**src/rtl/key_debounce.sv**
```systemverilog
// Multi-key push-button conditioner: 2-flop synchronizer, shared sample tick,
// and a per-key debounce/hold FSM producing a level plus press, release and
// long-press/auto-repeat pulses. All outputs are registered.
module key_debounce #(
  parameter int NUM_KEYS       = 4,
  parameter int TICK_DIV       = 12000,
  parameter int DEBOUNCE_TICKS = 20,
  parameter int LONG_TICKS     = 1000,
  parameter int REPEAT_TICKS   = 200
) (
  input  logic                clk,
  input  logic                rst_n,
  input  logic [NUM_KEYS-1:0] key_n,
  output logic [NUM_KEYS-1:0] key_level,
  output logic [NUM_KEYS-1:0] key_press,
  output logic [NUM_KEYS-1:0] key_release,
  output logic [NUM_KEYS-1:0] key_long
);

  localparam int TW   = $clog2(TICK_DIV);
  localparam int DW   = $clog2(DEBOUNCE_TICKS + 1);
  localparam int HMAX = (LONG_TICKS > REPEAT_TICKS) ? LONG_TICKS : REPEAT_TICKS;
  localparam int HW   = $clog2(HMAX + 1);

  localparam logic [TW-1:0] TICK_LAST = TW'(TICK_DIV - 1);
  localparam logic [DW-1:0] DB_LAST   = DW'(DEBOUNCE_TICKS - 1);
  localparam logic [HW-1:0] LONG_LAST = HW'(LONG_TICKS - 1);
  // Repeat period of 0 means "no repeat"; keep the constant in range anyway.
  localparam logic [HW-1:0] REP_LAST  = HW'((REPEAT_TICKS > 0) ? REPEAT_TICKS - 1 : 0);

  typedef enum logic [1:0] {
    IDLE       = 2'd0,
    PRESS_DB   = 2'd1,
    HELD       = 2'd2,
    RELEASE_DB = 2'd3
  } state_t;

  logic [TW-1:0]       tick_cnt;
  logic                tick;
  logic [NUM_KEYS-1:0] sync1;
  logic [NUM_KEYS-1:0] sync2;
  logic [NUM_KEYS-1:0] s;

  assign tick = (tick_cnt == TICK_LAST);

  // Free-running sample-tick divider shared by every key.
  always_ff @(posedge clk) begin
    if (!rst_n)    tick_cnt <= '0;
    else if (tick) tick_cnt <= '0;
    else           tick_cnt <= tick_cnt + TW'(1);
  end

  // Two-flop synchronizer; loads "released" in reset so a held key re-debounces.
  always_ff @(posedge clk) begin
    if (!rst_n) begin
      sync1 <= '1;
      sync2 <= '1;
    end else begin
      sync1 <= key_n;
      sync2 <= sync1;
    end
  end

  assign s = ~sync2;

  for (genvar k = 0; k < NUM_KEYS; k++) begin : g_key
    state_t        state, state_nx;
    logic [DW-1:0] db_cnt, db_cnt_nx;
    logic [HW-1:0] hold_cnt, hold_cnt_nx;
    logic          long_seen, long_seen_nx;
    logic          level_q, level_nx;
    logic          press_q, press_nx;
    logic          release_q, release_nx;
    logic          long_q, long_nx;

    assign key_level[k]   = level_q;
    assign key_press[k]   = press_q;
    assign key_release[k] = release_q;
    assign key_long[k]    = long_q;

    // Per-key state and registered outputs.
    always_ff @(posedge clk) begin
      if (!rst_n) begin
        state     <= IDLE;
        db_cnt    <= '0;
        hold_cnt  <= '0;
        long_seen <= 1'b0;
        level_q   <= 1'b0;
        press_q   <= 1'b0;
        release_q <= 1'b0;
        long_q    <= 1'b0;
      end else begin
        state     <= state_nx;
        db_cnt    <= db_cnt_nx;
        hold_cnt  <= hold_cnt_nx;
        long_seen <= long_seen_nx;
        level_q   <= level_nx;
        press_q   <= press_nx;
        release_q <= release_nx;
        long_q    <= long_nx;
      end
    end

    // Next state: a change of s always beats a coincident tick, so the
    // aborted transition never counts that tick.
    always_comb begin
      state_nx     = state;
      db_cnt_nx    = db_cnt;
      hold_cnt_nx  = hold_cnt;
      long_seen_nx = long_seen;
      level_nx     = level_q;
      press_nx     = 1'b0;
      release_nx   = 1'b0;
      long_nx      = 1'b0;
      case (state)
        IDLE: begin
          if (s[k]) begin
            state_nx  = PRESS_DB;
            db_cnt_nx = '0;
          end
        end
        PRESS_DB: begin
          if (!s[k]) begin
            state_nx = IDLE;
          end else if (tick) begin
            if (db_cnt == DB_LAST) begin
              state_nx     = HELD;
              level_nx     = 1'b1;
              press_nx     = 1'b1;
              hold_cnt_nx  = '0;
              long_seen_nx = 1'b0;
            end else begin
              db_cnt_nx = db_cnt + DW'(1);
            end
          end
        end
        HELD: begin
          if (!s[k]) begin
            // Hold timing freezes while the release is being qualified.
            state_nx  = RELEASE_DB;
            db_cnt_nx = '0;
          end else if (tick) begin
            if (!long_seen) begin
              if (hold_cnt == LONG_LAST) begin
                long_nx      = 1'b1;
                long_seen_nx = 1'b1;
                hold_cnt_nx  = '0;
              end else begin
                hold_cnt_nx = hold_cnt + HW'(1);
              end
            end else if (REPEAT_TICKS > 0) begin
              if (hold_cnt == REP_LAST) begin
                long_nx     = 1'b1;
                hold_cnt_nx = '0;
              end else begin
                hold_cnt_nx = hold_cnt + HW'(1);
              end
            end
            // Repeat disabled: hold_cnt simply parks after the first pulse.
          end
        end
        RELEASE_DB: begin
          if (s[k]) begin
            state_nx = HELD;
          end else if (tick) begin
            if (db_cnt == DB_LAST) begin
              state_nx   = IDLE;
              level_nx   = 1'b0;
              release_nx = 1'b1;
            end else begin
              db_cnt_nx = db_cnt + DW'(1);
            end
          end
        end
        default: state_nx = IDLE;
      endcase
    end
  end

endmodule

```
**config.mk**
```make
export PLATFORM = sky130hd
export DESIGN_NAME = key_debounce
export DESIGN_NICKNAME = d
export VERILOG_FILES = /design/src/rtl/key_debounce.sv
export SDC_FILE = /design/constraint.sdc
export NUM_CORES = 1
export LEC_CHECK = 0
export BUFFER_PORTS_ARGS = -buffer_cell sky130_fd_sc_hd__buf_2
export CAP_MARGIN = 20
export CORE_UTILIZATION = 60
export CTS_BUF_LIST = sky130_fd_sc_hd__clkbuf_2 sky130_fd_sc_hd__clkbuf_4 sky130_fd_sc_hd__clkbuf_8
export DETAILED_ROUTE_END_ITERATION = 8
export PLACE_DENSITY = 0.77
export SYNTH_ARGS = -nofsm -noshare
export SYNTH_HDL_FRONTEND = slang
export SYNTH_SLANG_ARGS = --single-unit
```
**constraint.sdc**
```tcl
create_clock -name clk -period 3.5 [get_ports clk]
set_input_delay 0.35 -clock clk [delete_from_list [all_inputs] [get_ports clk]]
set_output_delay 0.35 -clock clk [all_outputs]
set_load 0.02 [all_outputs]
```
==> summary.md <==
| Metric | Value |
|---|---|
| Post-synthesis net count | `619` |
| Total Power | `2.14 mW` |
| CTS sink cnt | `110` |
| Setup crit end kind | `register` |
| Worst skew pair latency | `370 ps` |
| Setup TNS | `0 ps` |
| Slew Limit Fails | `0` |
| Average routed wire per standard cell | `14.4 um` |
| Crit-path max FO | `17` |
| Starting Density | `62.0%` |
| Worst Clk Skew | `9.34 ps` |
| P&R area growth vs syn | `4.03%` |
| Fin crit share | `76.0%` |
| Worst reg2reg path depth | `7` |
| Worst Tran Pin Value | `1100 ps` |
| Yosys cell types | `64` |
| GRT Overall Usage | `22.3%` |
| Vias in the first global route | `3887` |
| H-tree depth | `3` |
| Max Fclk | `0.376 GHz` |
| Vias after detailed routing | `4129` |
| Share of layout cells above drive strength 1 | `10.9%` |
| Die Ht | `96.9 um` |
| First-pass DRT Iterations | `5` |
| RSZ-0062 raised after global routing | `false` |
| Die X | `96.9 um` |
| DRC Markers | `0` |
| Worst path max stage delay | `880 ps` |
| Slew HR | `26.5%` |
| Site Rows | `34` |
| Synth area leaders | `dfxtp_1 (41%), xnor2_1 (8.7%), nor2_1 (5.5%)` |
| Synth cell count leaders | `dfxtp_1 (110), nor2_1 (79), xnor2_1 (54)` |
| Ports | `22` |
| Worst IR Drop VDD | `0.219 mV` |
| Root buffer cell | `clkbuf_8` |
| PortBufs | `21` |
| PostCTS Resize Cnt | `0` |
| Worst EP required | `3770 ps` |
| Via-to-Cell Ratio | `5.86` |
| Worst min-delay path startpoint | `key_n[0]` |
| Maximum Capacitance Violations | `0` |
| DRT antenna net count | `0` |
| First-pass GRT wire length | `17300 um` |
| Crit path DAT | `2920 ps` |
| EDFF count, synth | `0` |
| Startpoint Class | `register` |
| Mapped Avg Cell Area | `8.96 sq um` |
| Worst-path clk slew | `100 ps` |
| Most common cell in the netlist | `dfxtp_1` |
| Mapped Area | `5410 sq um` |
| Hold path cells | `2` |
| Status | `completed` |
| Crit-path slowest cell | `or4_1` |
| Die ar. | `9400 sq um` |
| Synth warn | `0` |
| CTS Buffer Depth | `2` |
| Top FF cell, synth | `dfxtp_1` |
| Final setup viols | `0` |
| Synth Register Bits | `110` |
| Final GP Congestion | `0.811` |
| Cts bufs inserted | `9` |
| Pwr per Cell Area | `380 nW/um^2` |
| CP Cell Sequence | `ha_1, nand4_2, or4_1, buf_4, nor2_2, a21oi_1, a211oi_1` |
| Routed wire length | `10200 um` |
| Antenna cells | `0` |
| Final hold viol count | `0` |
| Critical path class | `reg2reg` |
| Std-Cell Core Area | `8720 sq um` |
| Post-CTS setup buffers | `0` |
| WHS Endpoint | `sync1[0]` |
| Worst R2R End | `g_key[2].long_seen` |
| CTS tree | `yes` |
| Non-Filler Instances | `705` |
| Hold-fix buffers, CTS | `0` |
| Asr flop ratio synth | `0%` |
| Largest net degree at the start of global routing | `44` |
| R2R Setup Slk | `840 ps` |
| Worst r2r src | `tick_cnt[0]` |
| Initial antenna violation count | `0` |
| Beginning of the critical path | `tick_cnt[0]` |
| Post-synth top area share | `40.7%` |
| GRT Residual Overflow | `0` |
| DR iter-0 viols | `179` |
| Min-delay worst type | `in2reg` |
| Cell taking the most area after synthesis | `dfxtp_1` |
| Seq/Total Area, Yosys | `40.7%` |
| Layout net count | `607` |
| Synth Instances | `604` |
| Leakage power | `1.78 nW` |
| Fin crit period | `2660 ps` |
| Placed cell count | `688` |
| DP HPWL | `7080 um` |
state kept, by name, summed over array words and instances (netlist names), named ones only:
register	cells
g_key.level_q	4
g_key.release_q	4
g_key.state	4
sync2	4
sync1	4
g_key.long_seen	4
g_key.long_q	4
g_key.press_q	4
g_key.db_cnt	20
tick_cnt	14
g_key.hold_cnt	40
worst max-delay path by stage:
stage / to / slack, ps / depth (start not counted)
6_report: g_key[2].long_seen / 840 / 7
5_1_grt: g_key[2].long_seen / 590 / 6
4_1_cts: g_key[2].long_seen / 830 / 7
3_5_place_dp: g_key[2].long_seen / 850 / 7
3_3_place_gp: g_key[2].hold_cnt[8] / 960 / 7
2_1_floorplan: g_key[1].level_q / 1350 / 8
power by group:
group          leakage (nW)  internal (mW)  switching (mW)
combinational         0.779         0.0191          0.0373
clock                 0.114          0.408           0.400
sequential            0.889           1.26          0.0150
cells by family after synthesis:
family                   share of synthesized area (%)
AO/OA/AOI/OAI                                     14.2
XOR/XNOR                                          10.5
adder cells (fa/ha/maj)                           2.08
buffers and inverters                             5.57
flip-flops                                        40.7
multiplexers                                     0.370
AND/OR/NAND/NOR                                   26.5
stage by stage:
step           instance area (sq um)  util, %  setup WS, ps  hold WS (ps)
2_1_floorplan                   5410        -          1350           386
3_3_place_gp                    5400     61.9           956           393
3_5_place_dp                    5400     61.9           851           393
4_1_cts                         5620     64.4           828           133
5_1_grt                         5630     64.5           589           148
6_report                        5630     64.5           841           149
final cells by class:
class,instances,area [sq um]
fillers,744,3090
repair buffers,25,135
inverters,8,30.0
clock inverters,2,38.8
well taps,108,135
flip-flops and latches,110,2200
clock buffers,14,180
multi-input cells,438,2910
worst max-delay path: cells and delay by family, from the launching register on:
family / cells / cell delay [ps]
and+or+nand+nor: 3 / 1250
AOI/OAI and AO/OA: 2 / 340
adders and majority gates: 1 / 240
DFF: 1 / 380
buffers and inverters: 1 / 340
layer usage:
layer	vias to the layer above	wire (um)	global-route usage, %
met5	-	0	0
met2	68	5000	38.1
li1	2094	-	-
met1	1958	4700	27.4
met3	9	321	4.12
met4	0	144	9.41
cell usage in the layout, fill, tap and decap left out, types with 12 or more instances in the layout:
cell type	synthesis	final
a211oi_1	13	13
and3_1	12	12
buf_2	7	21
clkbuf_8	0	12
dfxtp_1	110	110
nand2_1	53	53
nand2b_1	18	18
nand3_1	16	16
nand4_1	14	14
nor2_1	79	79
nor3_1	31	31
o21ai_0	12	12
xnor2_1	54	54
No activity file was read; power rests on OpenSTA's default activity.
